$ cat src/rtl/hls_deadlock_monitor_if.sv
// Control/report bundle for hls_deadlock_monitor. The master drives the per-process
// blocked flags and wait edges; the slave (the monitor) returns the deadlock report.
interface hls_deadlock_monitor_if #(
   parameter int N_PROC = 4
);
   logic                       enable;
   logic                       clear;
   logic [N_PROC-1:0]          blocked;
   logic [N_PROC*N_PROC-1:0]   wait_vec;
   logic                       scan_busy;
   logic                       dl_detect;
   logic [N_PROC-1:0]          dl_members;
   logic [N_PROC-1:0]          dl_origin;

   modport master (
      output enable, clear, blocked, wait_vec,
      input  scan_busy, dl_detect, dl_members, dl_origin
   );

   modport slave (
      input  enable, clear, blocked, wait_vec,
      output scan_busy, dl_detect, dl_members, dl_origin
   );
endinterface

$ cat src/rtl/hls_deadlock_monitor.sv
// Wait-for-graph deadlock monitor: waits for a stable blocked graph, then runs
// N_PROC-1 transitive-closure steps and reports every process on a cycle.
module hls_deadlock_monitor #(
   parameter int N_PROC        = 4,
   parameter int STABLE_CYCLES = 8
) (
   input  logic                 clock,
   input  logic                 reset,
   hls_deadlock_monitor_if.slave bus
);
   localparam int SW = (N_PROC > 2) ? $clog2(N_PROC) : 1;
   localparam logic [7:0]    CNT_LAST  = 8'(STABLE_CYCLES - 1);
   localparam logic [SW-1:0] STEP_LAST = SW'(N_PROC - 2);

   typedef enum logic [2:0] {IDLE, ARM, SCAN, NODL, REPORT} state_t;
   typedef logic [N_PROC-1:0][N_PROC-1:0] mat_t;

   state_t            state;
   mat_t              e, e_q, s, r, r_nxt;
   logic [7:0]        cnt;
   logic [SW-1:0]     step;
   logic [N_PROC-1:0] diag, origin;
   logic              busy_q, detect_q;
   logic [N_PROC-1:0] members_q, origin_q;

   // Edge [i][j] only counts when both ends are stalled; flat index i*N_PROC+j.
   always_comb begin
      e     = '0;
      r_nxt = r;
      diag  = '0;
      for (int i = 0; i < N_PROC; i++) begin
         for (int j = 0; j < N_PROC; j++) begin
            e[i][j] = bus.wait_vec[i*N_PROC+j] & bus.blocked[i] & bus.blocked[j];
            for (int k = 0; k < N_PROC; k++)
               r_nxt[i][j] = r_nxt[i][j] | (r[i][k] & s[k][j]);
         end
      end
      for (int i = 0; i < N_PROC; i++)
         diag[i] = r_nxt[i][i];
      origin = diag & (~diag + {{(N_PROC-1){1'b0}}, 1'b1});
   end

   always_ff @(posedge clock or negedge reset) begin
      if (!reset) begin
         state     <= IDLE;
         cnt       <= '0;
         step      <= '0;
         e_q       <= '0;
         s         <= '0;
         r         <= '0;
         busy_q    <= 1'b0;
         detect_q  <= 1'b0;
         members_q <= '0;
         origin_q  <= '0;
      end else begin
         e_q <= e;
         if (bus.clear) begin
            detect_q  <= 1'b0;
            members_q <= '0;
            origin_q  <= '0;
         end
         // A clear landing on the last closure step also discards that result.
         if (bus.clear && (state == REPORT || (state == SCAN && step == STEP_LAST))) begin
            state  <= IDLE;
            cnt    <= '0;
            busy_q <= 1'b0;
         end else if (!bus.enable) begin
            state  <= IDLE;
            cnt    <= '0;
            busy_q <= 1'b0;
         end else begin
            case (state)
               IDLE: begin
                  state  <= ARM;
                  cnt    <= '0;
                  busy_q <= 1'b1;
               end
               ARM: begin
                  if (e != '0 && e == e_q) begin
                     if (cnt == CNT_LAST) begin
                        state <= SCAN;
                        s     <= e;
                        r     <= e;
                        step  <= '0;
                     end else begin
                        cnt <= cnt + 8'd1;
                     end
                  end else begin
                     cnt <= '0;
                  end
               end
               SCAN: begin
                  if (e != s) begin
                     state <= ARM;
                     cnt   <= '0;
                  end else begin
                     r    <= r_nxt;
                     step <= step + 1'b1;
                     if (step == STEP_LAST) begin
                        busy_q <= 1'b0;
                        if (diag != '0) begin
                           state     <= REPORT;
                           detect_q  <= 1'b1;
                           members_q <= diag;
                           origin_q  <= origin;
                        end else begin
                           state <= NODL;
                        end
                     end
                  end
               end
               // Static acyclic stall: wait for the graph to move before rescanning.
               NODL: begin
                  if (e != s) begin
                     state  <= ARM;
                     cnt    <= '0;
                     busy_q <= 1'b1;
                  end
               end
               REPORT: ;
               default: begin
                  state  <= IDLE;
                  busy_q <= 1'b0;
               end
            endcase
         end
      end
   end

   assign bus.scan_busy  = busy_q;
   assign bus.dl_detect  = detect_q;
   assign bus.dl_members = members_q;
   assign bus.dl_origin  = origin_q;
endmodule

$ cat src/flat_wrapper.sv
// flat-port wrapper written by rule: the top's interface ports become plain ports
module hls_deadlock_monitor_flat 
#(
   parameter int N_PROC        = 4,
   parameter int STABLE_CYCLES = 8
)
  (clock, reset, bus_enable, bus_clear, bus_blocked, bus_wait_vec, bus_scan_busy, bus_dl_detect, bus_dl_members, bus_dl_origin);
  hls_deadlock_monitor_if #(.N_PROC(N_PROC)) bus_i ();
  input  logic clock;
  input  logic reset;
  input wire logic [$bits(bus_i.enable)-1:0] bus_enable;
  input wire logic [$bits(bus_i.clear)-1:0] bus_clear;
  input wire logic [$bits(bus_i.blocked)-1:0] bus_blocked;
  input wire logic [$bits(bus_i.wait_vec)-1:0] bus_wait_vec;
  output wire logic [$bits(bus_i.scan_busy)-1:0] bus_scan_busy;
  output wire logic [$bits(bus_i.dl_detect)-1:0] bus_dl_detect;
  output wire logic [$bits(bus_i.dl_members)-1:0] bus_dl_members;
  output wire logic [$bits(bus_i.dl_origin)-1:0] bus_dl_origin;
  assign bus_i.enable = bus_enable;
  assign bus_i.clear = bus_clear;
  assign bus_i.blocked = bus_blocked;
  assign bus_i.wait_vec = bus_wait_vec;
  assign bus_scan_busy = bus_i.scan_busy;
  assign bus_dl_detect = bus_i.dl_detect;
  assign bus_dl_members = bus_i.dl_members;
  assign bus_dl_origin = bus_i.dl_origin;
  hls_deadlock_monitor #(.N_PROC(N_PROC), .STABLE_CYCLES(STABLE_CYCLES)) u_core (.clock(clock), .reset(reset), .bus(bus_i));
endmodule
$ cat config.mk
export PLATFORM = sky130hd
export DESIGN_NAME = hls_deadlock_monitor_flat
export DESIGN_NICKNAME = d
export VERILOG_FILES = /design/src/rtl/hls_deadlock_monitor_if.sv /design/src/rtl/hls_deadlock_monitor.sv /design/src/flat_wrapper.sv
export SDC_FILE = /design/constraint.sdc
export NUM_CORES = 1
export LEC_CHECK = 0
export CAP_MARGIN = 10
export CORE_UTILIZATION = 55
export DETAILED_ROUTE_END_ITERATION = 12
export PLACE_DENSITY_LB_ADDON = 0.2
export SLEW_MARGIN = 20
export SYNTH_ARGS = -nofsm -noshare
export SYNTH_HDL_FRONTEND = slang
export SYNTH_SLANG_ARGS = --single-unit
$ cat constraint.sdc
create_clock -name clock -period 3 [get_ports clock]
set_input_delay 0.6 -clock clock [delete_from_list [all_inputs] [get_ports clock]]
set_output_delay 0.6 -clock clock [all_outputs]
set_load 0.01 [all_outputs]
**Word level (Yosys, flattened, before mapping)**

Cells that the tools add are included.

- Bitwise operators: 163
- Equality and inequality tests: 22
- Reductions and logical operators: 15
- Add/subtract/negate cells: 3
- Muxes and demuxes: 50

Operator list:

| operator | count |
|---|---|
| 1-bit AND | 96 |
| 1-bit OR | 64 |
| 4-bit two-way mux | 14 |
| 16-bit two-way mux | 3 |
| 8-bit two-way mux | 5 |
| 16-bit case mux with 2 select lines | 1 |
| 3-bit two-way mux | 8 |
| 8-bit case mux with 3 select lines | 1 |
| 16-bit == test | 1 |
| 16-bit != test | 1 |
| 4-bit by 2-bit != test with 1-bit output (second input constant) | 4 |
| 16-bit nonzero test | 1 |
| 3-bit case mux with 5 select lines | 1 |
| 1-bit two-way mux | 12 |
| 5-bit AND reduction | 2 |
| 8-bit by 1-bit adder with 8-bit output (second input constant) | 1 |
| 8-bit by 3-bit == test with 1-bit output (second input constant) | 1 |
| 4-bit != test (second input constant) | 2 |
| 3-bit by 2-bit == test with 1-bit output (second input constant) | 2 |
| 2-bit two-way mux | 3 |
| 6-bit AND reduction | 1 |
| 5-bit by 2-bit != test with 1-bit output (second input constant) | 1 |
| 5-bit by 4-bit != test with 1-bit output (second input constant) | 1 |
| 5-bit != test (second input constant) | 1 |
| 22 further kinds | 26 |

- Bits of input ports: 24
- Output and inout bits: 10
- Flip-flop bits (word level): 71
- Logic and storage cells: 272

**Logic depth before layout (Yosys ltp)**

Gate-level depths: netlist of run 1.

- Depth after elaboration: 14
- Gate-level depth with buffers: 12
- Mapped depth without buffers: 9

**Worst setup path before layout of run 1**

Ideal clock, no wire load.

- Path kind: input-to-reg
- Start: in bus_blocked[1]
- End: reg u_core.s[0] (netlist name)
- Arrival time: 2662 ps
- Stages on the path: 8
- Path slack: 213 ps
- Data required time: 2875 ps
- Library setup time: 125 ps
- Buffers on the path: 2
- Cell sequence: buf_4 -> a21boi_0 -> o32a_1 -> or4_1 -> a211o_4 -> nor2_8 -> buf_12 -> mux2_4

- Cells in the longest elaborated chain, start to end: 5
- Elaborated cells on any way between the ends: 15
- Classes of those cells: eq/ne: 1; bitwise: 11; reduce/logical: 3

RTL lines:

| element | line | source |
|---|---|---|
| start: declaration | flat_wrapper.sv:13 | `input wire logic [$bits(bus_i.blocked)-1:0] bus_blocked;` |
| 1-bit AND (2 in a row) | hls_deadlock_monitor.sv:33 | `e[i][j] = bus.wait_vec[i*N_PROC+j] & bus.blocked[i] & bus.blocked[j];` |
| 16-bit == test or 16-bit nonzero test (tied branches) | hls_deadlock_monitor.sv:79 | `if (e != '0 && e == e_q) begin` |
| 1-bit logical AND (*) | hls_deadlock_monitor.sv:79 |  |
| 5-bit AND reduction (no source line) (*) | - |  |
| end signal: assignment | hls_deadlock_monitor.sv:49 | `s <= '0;` |
| end signal: assignment | hls_deadlock_monitor.sv:82 | `s <= e;` |
| end: declaration | hls_deadlock_monitor.sv:19 | `mat_t e, e_q, s, r, r_nxt;` |

Mark *: on every way between the ends. The rest lies on a longest branch, timed or not.
A chain may end at the register's enable or synchronous reset.

**Final worst setup path of run 1**

- Start: in bus_wait_vec[5]
- End: reg u_core.s[11] (netlist name)

- Cells in the longest elaborated chain, start to end: 5
- Elaborated cells on any way between the ends: 6
- Classes of those cells: eq/ne: 1; bitwise: 2; reduce/logical: 3

RTL lines:

| element | line | source |
|---|---|---|
| start: declaration | flat_wrapper.sv:14 | `input wire logic [$bits(bus_i.wait_vec)-1:0] bus_wait_vec;` |
| 1-bit AND (*) (2 in a row) | hls_deadlock_monitor.sv:33 |  |
| 16-bit == test or 16-bit nonzero test (tied branches) | hls_deadlock_monitor.sv:79 |  |
| 1-bit logical AND (*) | hls_deadlock_monitor.sv:79 |  |
| 5-bit AND reduction (no source line) (*) | - |  |

Marked as above.

==> run summary, run 1 <==
die area -> 8030 sq um
Max Transition Viols Final -> 0
Synth Flop Type -> sky130_fd_sc_hd__dfrtp_1
number of synthesized register bits -> 71
# rows -> 31
area added between synthesis and finish -> 27.7%
remaining routing DRC violations -> 0
Fillers -> 498
areal power density over the cells -> 381 nW/um^2
final setup fails -> 0
fraction of layout instances using a drive strength above 1 -> 0.236
pin count of the biggest net entering global routing -> 43
cell types with the largest area share after synthesis -> sky130_fd_sc_hd__dfrtp_1 (42%), sky130_fd_sc_hd__a21oi_1 (3.8%), sky130_fd_sc_hd__mux2_4 (2.8%)
power after layout -> 2.05 mW
number of iterations in the first detailed-routing pass -> 5
clock transition at the registers of the reported paths -> 70 ps
period utilisation layout -> 0.971
Root Buffer Master -> sky130_fd_sc_hd__clkbuf_8
DRT iter0 DRCs -> 273
initial core utilization -> 0.576
grt ovf -> 0
Die Span X -> 89.6 um
worst setup margin -> 85.9 ps
All-Layer GR Usage -> 0.299
clock tree from TritonCTS -> built
top cell type by total area after synthesis -> sky130_fd_sc_hd__dfrtp_1
Async S/R FF share, synth -> 1.00
sink count of the clock tree -> 71
number of antenna violations at the first check in global routing -> 0
type of the worst setup path -> in -> reg
Yosys warning total -> 0
final core utilization -> 0.735
EDFF count, synth -> 0
number of buffers created by CTS -> 9
HPWL after detailed placement -> 8.28 mm
net count after synthesis -> 454
Clock Latency Late Sink -> 340 ps
Syn Std Cell Area -> 4220 sq um
number of routed nets with antenna violations -> 0
class of the tightest hold or removal check -> in -> async
routed vias/inst -> 6.29
RSZ-0062 raised after global routing -> no
total area of sequential cells -> 1780 sq um
setup_tns -> 0 ps
final weighted congestion in routability-driven placement -> 0.875
count of endpoints failing hold in the final timing report -> 0
number of distinct standard cells referenced by the synthesized netlist -> 68
Top Ports -> 34
critical path startpoint category -> input pin
number of global-route vias before repair -> 3606
Min Clock Period, post-route -> 2910 ps
leakage power figure -> 2.55 nW
standard cell core area -> 7330 sq um
Worst Max-Slew Pin Slew -> 718 ps
post-detailed-route wirelength per cell -> 18.0 um
area share of the largest cell type after synthesis -> 0.421
final wirelength -> 11.4 mm
multi-input logic area -> 2240 sq um
Via Count -> 3975
Slew Limit Headroom -> 0.521
worst-case hold slack -> 310 ps
ANT cells -> 0
overall die height -> 89.6 um
Port-buffer cells -> 33
run status -> complete, no violations
# H-tree levels -> 3
Worst Setup End Kind -> flop
peak clock frequency supported by timing -> 0.343 GHz
critical path fanouts, max -> 15
VDD IR-drop max -> 0.286 mV
part of the Yosys area used for sequential elements -> 0.421
data required time of the worst path -> 3220 ps
worst clock skew on the final layout -> 16.0 ps
wire length of the first global-routing pass -> 17.9 mm
pre-CTS WS -> -492 ps
Data arrival, critical path -> 3130 ps
post-synthesis instance total -> 428
synthesized area per cell -> 9.86 sq um
MaxCap Viol Count -> 0
most numerous cell in the Yosys netlist -> sky130_fd_sc_hd__dfrtp_1
clock tree buffer depth -> 2
nets -> 554
commonest cells in the netlist -> sky130_fd_sc_hd__dfrtp_1 (71), sky130_fd_sc_hd__a21oi_1 (32), sky130_fd_sc_hd__inv_1 (27)
-- cell usage in the layout (no fill, tap or decap), types with 3 or more instances in the layout --
cell type,netlist,routed
sky130_fd_sc_hd__dfrtp_1,71,71
sky130_fd_sc_hd__buf_4,3,70
sky130_fd_sc_hd__a21oi_1,32,31
sky130_fd_sc_hd__clkdlybuf4s50_1,0,29
sky130_fd_sc_hd__inv_1,27,27
sky130_fd_sc_hd__nand2_1,24,24
sky130_fd_sc_hd__nand3_1,19,19
sky130_fd_sc_hd__o21ai_0,15,15
sky130_fd_sc_hd__nor2_1,14,14
sky130_fd_sc_hd__xnor2_1,13,13
sky130_fd_sc_hd__a2111oi_0,13,13
sky130_fd_sc_hd__a22o_1,12,12
sky130_fd_sc_hd__o21a_1,12,12
sky130_fd_sc_hd__nand4_1,11,11
sky130_fd_sc_hd__and3_1,11,11
sky130_fd_sc_hd__clkbuf_8,0,11
sky130_fd_sc_hd__a31oi_1,10,10
sky130_fd_sc_hd__mux2_2,9,9
sky130_fd_sc_hd__a22oi_1,9,8
sky130_fd_sc_hd__nand2b_1,8,8
sky130_fd_sc_hd__mux2_4,8,8
sky130_fd_sc_hd__and2_1,6,6
sky130_fd_sc_hd__mux2_1,6,6
sky130_fd_sc_hd__nor3_1,5,5
sky130_fd_sc_hd__or3_1,5,5
sky130_fd_sc_hd__o32ai_1,4,4
sky130_fd_sc_hd__a31o_2,4,4
sky130_fd_sc_hd__nand4b_1,3,3
sky130_fd_sc_hd__o211a_1,3,3
sky130_fd_sc_hd__a21o_1,3,3
sky130_fd_sc_hd__nor4bb_1,3,3
sky130_fd_sc_hd__buf_12,1,3
-- critical path: stages --
cell,delay (ps)
sky130_fd_sc_hd__clkdlybuf4s50_1,510
sky130_fd_sc_hd__a21boi_0,90
sky130_fd_sc_hd__o32a_1,380
sky130_fd_sc_hd__or4_1,560
sky130_fd_sc_hd__a211o_4,330
sky130_fd_sc_hd__nor2_8,130
sky130_fd_sc_hd__buf_12,170
sky130_fd_sc_hd__mux2_2,340
-- metrics by stage --
| step | instance area (sq um) | cells |
|---|---|---|
| global route | 5390 | 632 |
| floorplan | 4220 | 428 |
| finish | 5390 | 632 |
| global placement | 5120 | 612 |
| detailed placement | 5120 | 612 |
| CTS | 5340 | 629 |
-- cell families (layout without fill, tap and decap cells) --
group                    Yosys count  in the layout  synth area share
buffers and inverters             46            151            0.0525
adder cells (fa/ha/maj)            2              2           0.00593
multiplexers                      25             25            0.0733
XOR/XNOR                          15             15            0.0311
AO/OA/AOI/OAI                    142            142             0.241
flip-flops                        71             71             0.421
AND/OR/NAND/NOR                  127            127             0.175
-- layer usage --
metal / track usage / vias up / wire length (um)
li1: - / 1820 / -
met1: 0.429 / 1932 / 4990
met2: 0.457 / 189 / 5250
met3: 0.0329 / 34 / 840
met4: 0.139 / 0 / 299
met5: 0 / - / 0
-- final timing paths --
kind,to,slack [ps],depth (start not counted),startpoint
min reg2reg,u_core.bus.dl_members[0],480,1,u_core.bus.dl_members[0]
max in group asynchronous,u_core.r[0],2000,2,reset
min,u_core.e_q[5],310,1,reset
min in group clock,u_core.bus.dl_members[0],480,1,u_core.bus.dl_members[0]
max,u_core.s[11],90,8,bus_wait_vec[5]
max reg2reg,u_core.r[5],340,7,u_core.e_q[15]
-- what timing repair did --
item / in CTS / in global routing
setup endpoints to repair: 24 / 36
hold buffers: 0 / 0
setup buffers: 1 / 3
resized for setup: 2 / 8
pin swaps: 2 / 4
-- flip-flops by register name (all words and copies together), names as in the netlist, 2 cells and up --
| register | count |
|---|---|
| u_core.s | 16 |
| u_core.bus.dl_origin | 4 |
| u_core.cnt | 8 |
| u_core.step | 2 |
| u_core.r | 16 |
| u_core.bus.dl_members | 4 |
| u_core.state | 3 |
| u_core.e_q | 16 |
-- layout make-up --
class,instances,area share
multi-input cells,311,0.416
flip-flops and latches,71,0.330
repair buffers,108,0.174
clock buffers,11,0.0281
well taps,99,0.0230
inverters,27,0.0188
clock inverters,5,0.0104
-- power by group --
part / switching [mW] / total (mW) / leakage (nW) / internal [mW]
combinational: 0.137 / 0.275 / 1.47 / 0.138
clock: 0.366 / 0.794 / 0.105 / 0.428
sequential: 0.0158 / 0.985 / 0.978 / 0.969
total: 0.519 / 2.05 / 2.55 / 1.53
Power figures use the tool's default switching activity.
==> run 2, diff against run 1 <==
--- a/config.mk
+++ b/config.mk
@@ -6,7 +6,7 @@
 export NUM_CORES = 1
 export LEC_CHECK = 0
 export CAP_MARGIN = 10
-export CORE_UTILIZATION = 55
+export CORE_UTILIZATION = 25
 export DETAILED_ROUTE_END_ITERATION = 12
 export PLACE_DENSITY_LB_ADDON = 0.2
 export SLEW_MARGIN = 20
==> run 2 against run 1 <==
Effect of this change: clock power grew 39%; cell area up 5.5%; count of clock-buffer cells in the layout rose by 1; die area grew 120%; cell count increased by 21%; total power rose by 15%; setup slack improved by 15 ps; fmax up 0.52%; largest power group is now clock.
==> run summary, run 2 (synthesis gave the netlist of run 1 again) <==
clock tree buffer depth -> 2 (unchanged)
final wirelength -> 12.6 mm (was 11.4 mm)
HPWL after detailed placement -> 9.53 mm (was 8.28 mm)
Clock Latency Late Sink -> 350 ps (was 340 ps)
All-Layer GR Usage -> 0.151 (was 0.299)
reg2reg setup slack -> 310 ps (was 340 ps)
number of routed nets with antenna violations -> 0 (unchanged)
Cell Count, Final, Fillers Out -> 763 (was 632)
VDD IR-drop max -> 0.259 mV (was 0.286 mV)
clock transition at the registers of the reported paths -> 60 ps (was 70 ps)
areal power density over the cells -> 416 nW/um^2 (was 381 nW/um^2)
period utilisation layout -> 0.966 (was 0.971)
grt ovf -> 0 (unchanged)
Max Transition Viols Final -> 0 (unchanged)
count of endpoints failing hold in the final timing report -> 0 (unchanged)
post-detailed-route wirelength per cell -> 16.5 um (was 18.0 um)
sink count of the clock tree -> 71 (unchanged)
number of buffers created by CTS -> 9 (unchanged)
wire length of the first global-routing pass -> 20.4 mm (was 17.9 mm)
Die Span X -> 132 um (was 89.6 um)
Port-buffer cells -> 33 (unchanged)
RSZ-0062 raised after global routing -> no (unchanged)
worst setup margin -> 101 ps (was 85.9 ps)
number of iterations in the first detailed-routing pass -> 5 (unchanged)
initial core utilization -> 0.255 (was 0.576)
nets -> 565 (was 554)
Worst Max-Slew Pin Slew -> 960 ps (was 718 ps)
peak clock frequency supported by timing -> 0.345 GHz (was 0.343 GHz)
clock tree from TritonCTS -> built (unchanged)
DRT iter0 DRCs -> 227 (was 273)
Fillers -> 1653 (was 498)
Slew Limit Headroom -> 0.360 (was 0.521)
number of global-route vias before repair -> 3829 (was 3606)
die area -> 17400 sq um (was 8030 sq um)
MaxCap Viol Count -> 0 (unchanged)
largest registers -> u_core.e_q x16, u_core.r x16, u_core.s x16 (unchanged)
DP Cell Count -> 747 (was 612)
ANT cells -> 0 (unchanged)
standard cell core area -> 16500 sq um (was 7330 sq um)
fraction of layout instances using a drive strength above 1 -> 0.243 (was 0.236)
leakage power figure -> 2.65 nW (was 2.55 nW)
Worst Setup End Kind -> flop (unchanged)
data required time of the worst path -> 3230 ps (was 3220 ps)
worst-case hold slack -> 409 ps (was 310 ps)
pre-CTS WS -> -565 ps (was -492 ps)
worst clock skew on the final layout -> 9.39 ps (was 16.0 ps)
critical path fanouts, max -> 16 (was 15)
count of hold buffers inserted by post-cts repair -> 0 (unchanged)
number of antenna violations at the first check in global routing -> 0 (unchanged)
final setup fails -> 0 (unchanged)
routed vias/inst -> 5.01 (was 6.29)
Root Buffer Master -> sky130_fd_sc_hd__clkbuf_16 (was sky130_fd_sc_hd__clkbuf_8)
Data arrival, critical path -> 3130 ps (about the same)
area added between synthesis and finish -> 34.7% (was 27.7%)
Top Ports -> 34 (unchanged)
commonest cells after routing, fill and taps aside -> sky130_fd_sc_hd__buf_4 (85), sky130_fd_sc_hd__dfrtp_1 (71), sky130_fd_sc_hd__a21oi_1 (32), sky130_fd_sc_hd__inv_1 (27), sky130_fd_sc_hd__clkdlybuf4s50_1 (27) (was sky130_fd_sc_hd__dfrtp_1 (71), sky130_fd_sc_hd__buf_4 (70), sky130_fd_sc_hd__a21oi_1 (31), sky130_fd_sc_hd__clkdlybuf4s50_1 (29), sky130_fd_sc_hd__inv_1 (27))
type of the worst setup path -> in -> reg (unchanged)
pin count of the biggest net entering global routing -> 72 (was 43)
critical path startpoint category -> input pin (unchanged)
# H-tree levels -> 3 (unchanged)
most common cell after layout, fill and taps aside -> sky130_fd_sc_hd__buf_4 (was sky130_fd_sc_hd__dfrtp_1)
# rows -> 47 (was 31)
Via Count -> 3825 (was 3975)
Min Clock Period, post-route -> 2900 ps (was 2910 ps)
run status -> complete, no violations (unchanged)
final core utilization -> 0.344 (was 0.735)
class of the tightest hold or removal check -> in -> async (unchanged)
overall die height -> 132 um (was 89.6 um)
final weighted congestion in routability-driven placement -> 0.845 (was 0.875)
remaining routing DRC violations -> 0 (unchanged)
## run 2: changes by cell type in the layout (fill, tap and decap cells not counted), sizes merged
cell	change
buf	+11
dlymetal6s2s	+1
dlygate4sd2	+1
clkdlybuf4s50	-2
clkbuf	+1
clkinv	-2
## run 2: layer usage
layer  track usage  vias up  wire length (um)
li1              -     1840                 -
met1         0.193     1881              5790
met2         0.251       79              6020
met3        0.0238       25               462
met4        0.0665        0               325
met5             0        -                 0
## run 2: worst paths after layout
path / to / cells past startpoint / start
setup / recovery: u_core.s[7] / 8 / bus_blocked[2]
max in group asynchronous: u_core.bus.scan_busy / 1 / reset
hold / removal: u_core.e_q[15] / 1 / reset
setup reg to reg: u_core.step[1] / 7 / u_core.e_q[15]
hold reg to reg: u_core.bus.dl_members[0] / 1 / u_core.bus.dl_members[0]
min in group clock: u_core.bus.dl_members[0] / 1 / u_core.bus.dl_members[0]
## run 2: per-stage QoR
| step | TNS, ps | total power [mW] | area, sq um |
|---|---|---|---|
| after floorplan | 0 | 1.11 | 4220 |
| after global placement | -16500 | 1.28 | 5370 |
| after detailed placement | -18890 | 1.28 | 5370 |
| after CTS | 0 | 2.39 | 5680 |
| after global routing | 0 | 2.45 | 5680 |
| final | 0 | 2.36 | 5680 |
## run 2: layout make-up
class | instances | area [sq um] | share of cell area
clock buffers | 12 | 256 | 0.0451
well taps | 220 | 275 | 0.0484
multi-input cells | 311 | 2230 | 0.392
clock inverters | 3 | 42.5 | 0.00748
flip-flops and latches | 71 | 1780 | 0.313
inverters | 27 | 101 | 0.0178
repair buffers | 119 | 1000 | 0.177
## run 2: power by group
group          switching [mW]  leakage, nW  internal (mW)
Sequential             0.0162        0.978          0.971
Clock                   0.416        0.145          0.683
Combinational           0.138         1.53          0.138
## run 2: repair_timing
action,4_1_cts,5_1_grt
gates resized for setup,4,3
endpoints found under the setup margin,26,33
cloned,0,0
setup buffers,1,0
pin swaps,2,5
## run 2: critical path: stages
cell and delay (ps):
sky130_fd_sc_hd__clkdlybuf4s50_1 450, sky130_fd_sc_hd__and3b_1 210, sky130_fd_sc_hd__o32a_1 340, sky130_fd_sc_hd__or4_1 530, sky130_fd_sc_hd__a211o_4 320, sky130_fd_sc_hd__nor2_8 140, sky130_fd_sc_hd__buf_12 180, sky130_fd_sc_hd__mux2_2 350
==> run 3, diff against run 2 <==
--- a/config.mk
+++ b/config.mk
@@ -5,6 +5,7 @@
 export SDC_FILE = /design/constraint.sdc
 export NUM_CORES = 1
 export LEC_CHECK = 0
+export ABC_AREA = 1
 export CAP_MARGIN = 10
 export CORE_UTILIZATION = 25
 export DETAILED_ROUTE_END_ITERATION = 12
==> run 3 against run 2 <==
Effect of this change: fmax grew 6.7%; core utilization shrank 2.3 points; clock skew shrank 0.86 ps; sequential power grew 23%; wire length grew 10%; combinational power grew to 4.0 times the previous value; critical path depth grew 7; synthesized cell count grew 54%; hold slack lost 8.8 ps; die area grew 16%; count of clock-buffer cells in the layout grew 2; critical endpoint is now u_core.r[13]; highest routed layer unchanged.
==> run summary, run 3 <==
run status -> complete, no violations (unchanged)
Syn Std Cell Area -> 4900 sq um (was 4220 sq um)
leakage power figure -> 2.99 nW (was 2.65 nW)
area share of the largest cell type after synthesis -> 0.362 (was 0.421)
count of endpoints failing hold in the final timing report -> 0 (unchanged)
synthesized area per cell -> 7.45 sq um (was 9.86 sq um)
number of synthesized register bits -> 71 (unchanged)
# H-tree levels -> 3 (unchanged)
commonest cells in the netlist -> sky130_fd_sc_hd__nand2_1 (195), sky130_fd_sc_hd__inv_1 (97), sky130_fd_sc_hd__dfrtp_1 (71) (was sky130_fd_sc_hd__dfrtp_1 (71), sky130_fd_sc_hd__a21oi_1 (32), sky130_fd_sc_hd__inv_1 (27))
standard cell core area -> 19000 sq um (was 16500 sq um)
area added between synthesis and finish -> 23.9% (was 34.7%)
HPWL after detailed placement -> 10.6 mm (was 9.53 mm)
routed vias/inst -> 4.43 (was 5.01)
most numerous cell in the Yosys netlist -> sky130_fd_sc_hd__nand2_1 (was sky130_fd_sc_hd__dfrtp_1)
most common cell after layout, fill and taps aside -> sky130_fd_sc_hd__nand2_1 (was sky130_fd_sc_hd__buf_4)
post-synthesis instance total -> 658 (was 428)
number of buffers created by CTS -> 9 (unchanged)
Die Span X -> 142 um (was 132 um)
VDD IR-drop max -> 0.198 mV (was 0.259 mV)
Via Count -> 4403 (was 3825)
class of the tightest hold or removal check -> in -> async (unchanged)
worst setup margin -> 283 ps (was 101 ps)
Data arrival, critical path -> 2940 ps (was 3130 ps)
critical path startpoint category -> input pin (unchanged)
number of antenna violations at the first check in global routing -> 0 (unchanged)
final std cell area, no fill -> 6080 sq um (was 5680 sq um)
Async S/R FF share, synth -> 1.00 (unchanged)
number of routed nets with antenna violations -> 0 (unchanged)
type of the worst setup path -> in -> reg (unchanged)
DP Cell Count -> 977 (was 747)
reg2reg setup slack -> 780 ps (was 310 ps)
number of iterations in the first detailed-routing pass -> 5 (unchanged)
post-CTS repair timing setup buffer count -> 0 (was 1)
net count after synthesis -> 684 (was 454)
wire length of the first global-routing pass -> 22.8 mm (was 20.4 mm)
worst clock skew on the final layout -> 8.53 ps (was 9.39 ps)
clock tree from TritonCTS -> built (unchanged)
clock tree buffer depth -> 2 (unchanged)
critical path fanouts, max -> 24 (was 16)
post-detailed-route wirelength per cell -> 14.0 um (was 16.5 um)
launch point of the worst path -> bus_blocked[3] (was bus_blocked[2])
clock transition at the registers of the reported paths -> 60 ps (about the same)
commonest cells after routing, fill and taps aside -> sky130_fd_sc_hd__nand2_1 (195), sky130_fd_sc_hd__inv_1 (97), sky130_fd_sc_hd__dfrtp_1 (71), sky130_fd_sc_hd__nor2_1 (48), sky130_fd_sc_hd__buf_4 (41) (was sky130_fd_sc_hd__buf_4 (85), sky130_fd_sc_hd__dfrtp_1 (71), sky130_fd_sc_hd__a21oi_1 (32), sky130_fd_sc_hd__inv_1 (27), sky130_fd_sc_hd__clkdlybuf4s50_1 (27))
final setup fails -> 0 (unchanged)
pre-CTS WS -> -166 ps (was -565 ps)
All-Layer GR Usage -> 0.149 (was 0.151)
number of global-route vias before repair -> 4134 (was 3829)
top cell type by total area after synthesis -> sky130_fd_sc_hd__dfrtp_1 (unchanged)
MaxCap Viol Count -> 0 (unchanged)
Top Ports -> 34 (unchanged)
number of cells upsized or downsized after cts -> 0 (was 4)
sink count of the clock tree -> 71 (unchanged)
overall die height -> 142 um (was 132 um)
Clock Latency Late Sink -> 340 ps (was 350 ps)
part of the Yosys area used for sequential elements -> 0.362 (was 0.421)
DRT iter0 DRCs -> 385 (was 227)
EDFF count, synth -> 0 (unchanged)
grt ovf -> 0 (unchanged)
areal power density over the cells -> 565 nW/um^2 (was 416 nW/um^2)
RSZ-0062 raised after global routing -> no (unchanged)
cell types with the largest area share after synthesis -> sky130_fd_sc_hd__dfrtp_1 (36%), sky130_fd_sc_hd__nand2_1 (15%), sky130_fd_sc_hd__inv_1 (7.4%) (was sky130_fd_sc_hd__dfrtp_1 (42%), sky130_fd_sc_hd__a21oi_1 (3.8%), sky130_fd_sc_hd__mux2_4 (2.8%))
Max Transition Viols Final -> 0 (unchanged)
fraction of layout instances using a drive strength above 1 -> 0.195 (was 0.243)
Synth Flop Type -> sky130_fd_sc_hd__dfrtp_1 (unchanged)
pin count of the biggest net entering global routing -> 72 (unchanged)
worst reg2reg path depth -> 13 (was 7)
Worst Max-Slew Pin Slew -> 944 ps (was 960 ps)
Cell Count, Final, Fillers Out -> 994 (was 763)
Slew Limit Headroom -> 0.371 (was 0.360)
data required time of the worst path -> 3230 ps (about the same)
initial core utilization -> 0.259 (was 0.255)
count of hold buffers inserted by post-cts repair -> 0 (unchanged)
Port-buffer cells -> 33 (unchanged)
Yosys warning total -> 0 (unchanged)
Fillers -> 2007 (was 1653)
ANT cells -> 0 (unchanged)
launch point of the worst reg-to-reg path -> u_core.step[0] (was u_core.e_q[15])
Min Clock Period, post-route -> 2720 ps (was 2900 ps)
period utilisation layout -> 0.906 (was 0.966)
reg-to-reg critical path endpoint -> u_core.r[13] (was u_core.step[1])
Root Buffer Master -> sky130_fd_sc_hd__clkbuf_16 (unchanged)
Worst Setup End Kind -> flop (unchanged)
# rows -> 50 (was 47)
Post-DP Area -> 5740 sq um (was 5370 sq um)
worst-case hold slack -> 400 ps (was 409 ps)
nets -> 755 (was 565)
die area -> 20200 sq um (was 17400 sq um)
number of distinct standard cells referenced by the synthesized netlist -> 35 (was 68)
peak clock frequency supported by timing -> 0.368 GHz (was 0.345 GHz)
remaining routing DRC violations -> 0 (unchanged)
largest registers -> u_core.e_q x16, u_core.r x16, u_core.s x16 (unchanged)
final wirelength -> 13.9 mm (was 12.6 mm)
power after layout -> 3.43 mW (was 2.36 mW)
final weighted congestion in routability-driven placement -> 0.861 (was 0.845)
## run 3: report_power, final
part | total [mW] | switching (mW) | internal, mW
sequential | 1.21 | 0.119 | 1.09
clock | 1.13 | 0.416 | 0.713
combinational | 1.10 | 0.690 | 0.408
total | 3.43 | 1.22 | 2.21
## run 3: routing by layer
| metal | GRT usage | part of all wire | wire length (um) |
|---|---|---|---|
| met5 | 0 | 0 | 0 |
| met3 | 0.0192 | 0.043 | 593 |
| met2 | 0.222 | 0.43 | 6020 |
| met1 | 0.213 | 0.50 | 6910 |
| met4 | 0.0679 | 0.027 | 369 |
## run 3: logic make-up after synthesis
| family | share of synthesized area |
|---|---|
| flops | 0.362 |
| buf+inv | 0.120 |
| xor+xnor | 0.0125 |
| fa+ha+maj | 0.00510 |
| compound gates | 0.136 |
| simple gates | 0.364 |
## run 3: critical path, cell delays in order
cell	delay, ps
sky130_fd_sc_hd__clkdlybuf4s50_1	590
sky130_fd_sc_hd__buf_12	200
sky130_fd_sc_hd__nand3_4	80
sky130_fd_sc_hd__buf_4	160
sky130_fd_sc_hd__nand2_1	100
sky130_fd_sc_hd__nand2_1	70
sky130_fd_sc_hd__nor2_1	90
sky130_fd_sc_hd__nand2_1	70
sky130_fd_sc_hd__nor2_2	130
sky130_fd_sc_hd__nand4_2	180
sky130_fd_sc_hd__nand2_2	120
sky130_fd_sc_hd__o21ai_4	160
sky130_fd_sc_hd__buf_16	240
sky130_fd_sc_hd__nand2_1	80
sky130_fd_sc_hd__o21ai_2	60
## run 3: per-stage QoR
stage	util	setup TNS, ps
2_1_floorplan	-	0
4_1_cts	0.319	0
6_report	0.321	0
3_3_place_gp	0.303	-2090
5_1_grt	0.321	0
3_5_place_dp	0.303	-2660
## run 3: layout make-up
cell class / instances / area (sq um) / share of cell area
Tap cell: 260 / 325 / 0.0535
Sequential cell: 71 / 1780 / 0.292
Timing Repair Buffer: 78 / 736 / 0.121
Inverter: 104 / 390 / 0.0642
Multi-Input combinational cell: 465 / 2540 / 0.418
Clock buffer: 14 / 274 / 0.0451
Clock inverter: 2 / 37.5 / 0.00618
## run 3: how the worst max path moves through the flow
stage / end / slack, ps / depth (start not counted)
2_1_floorplan: u_core.r[15] / 980 / 13
3_3_place_gp: u_core.r[0] / -130 / 14
3_5_place_dp: u_core.r[6] / -170 / 14
4_1_cts: u_core.r[13] / 170 / 14
5_1_grt: u_core.r[1] / 60 / 15
6_report: u_core.r[13] / 280 / 15
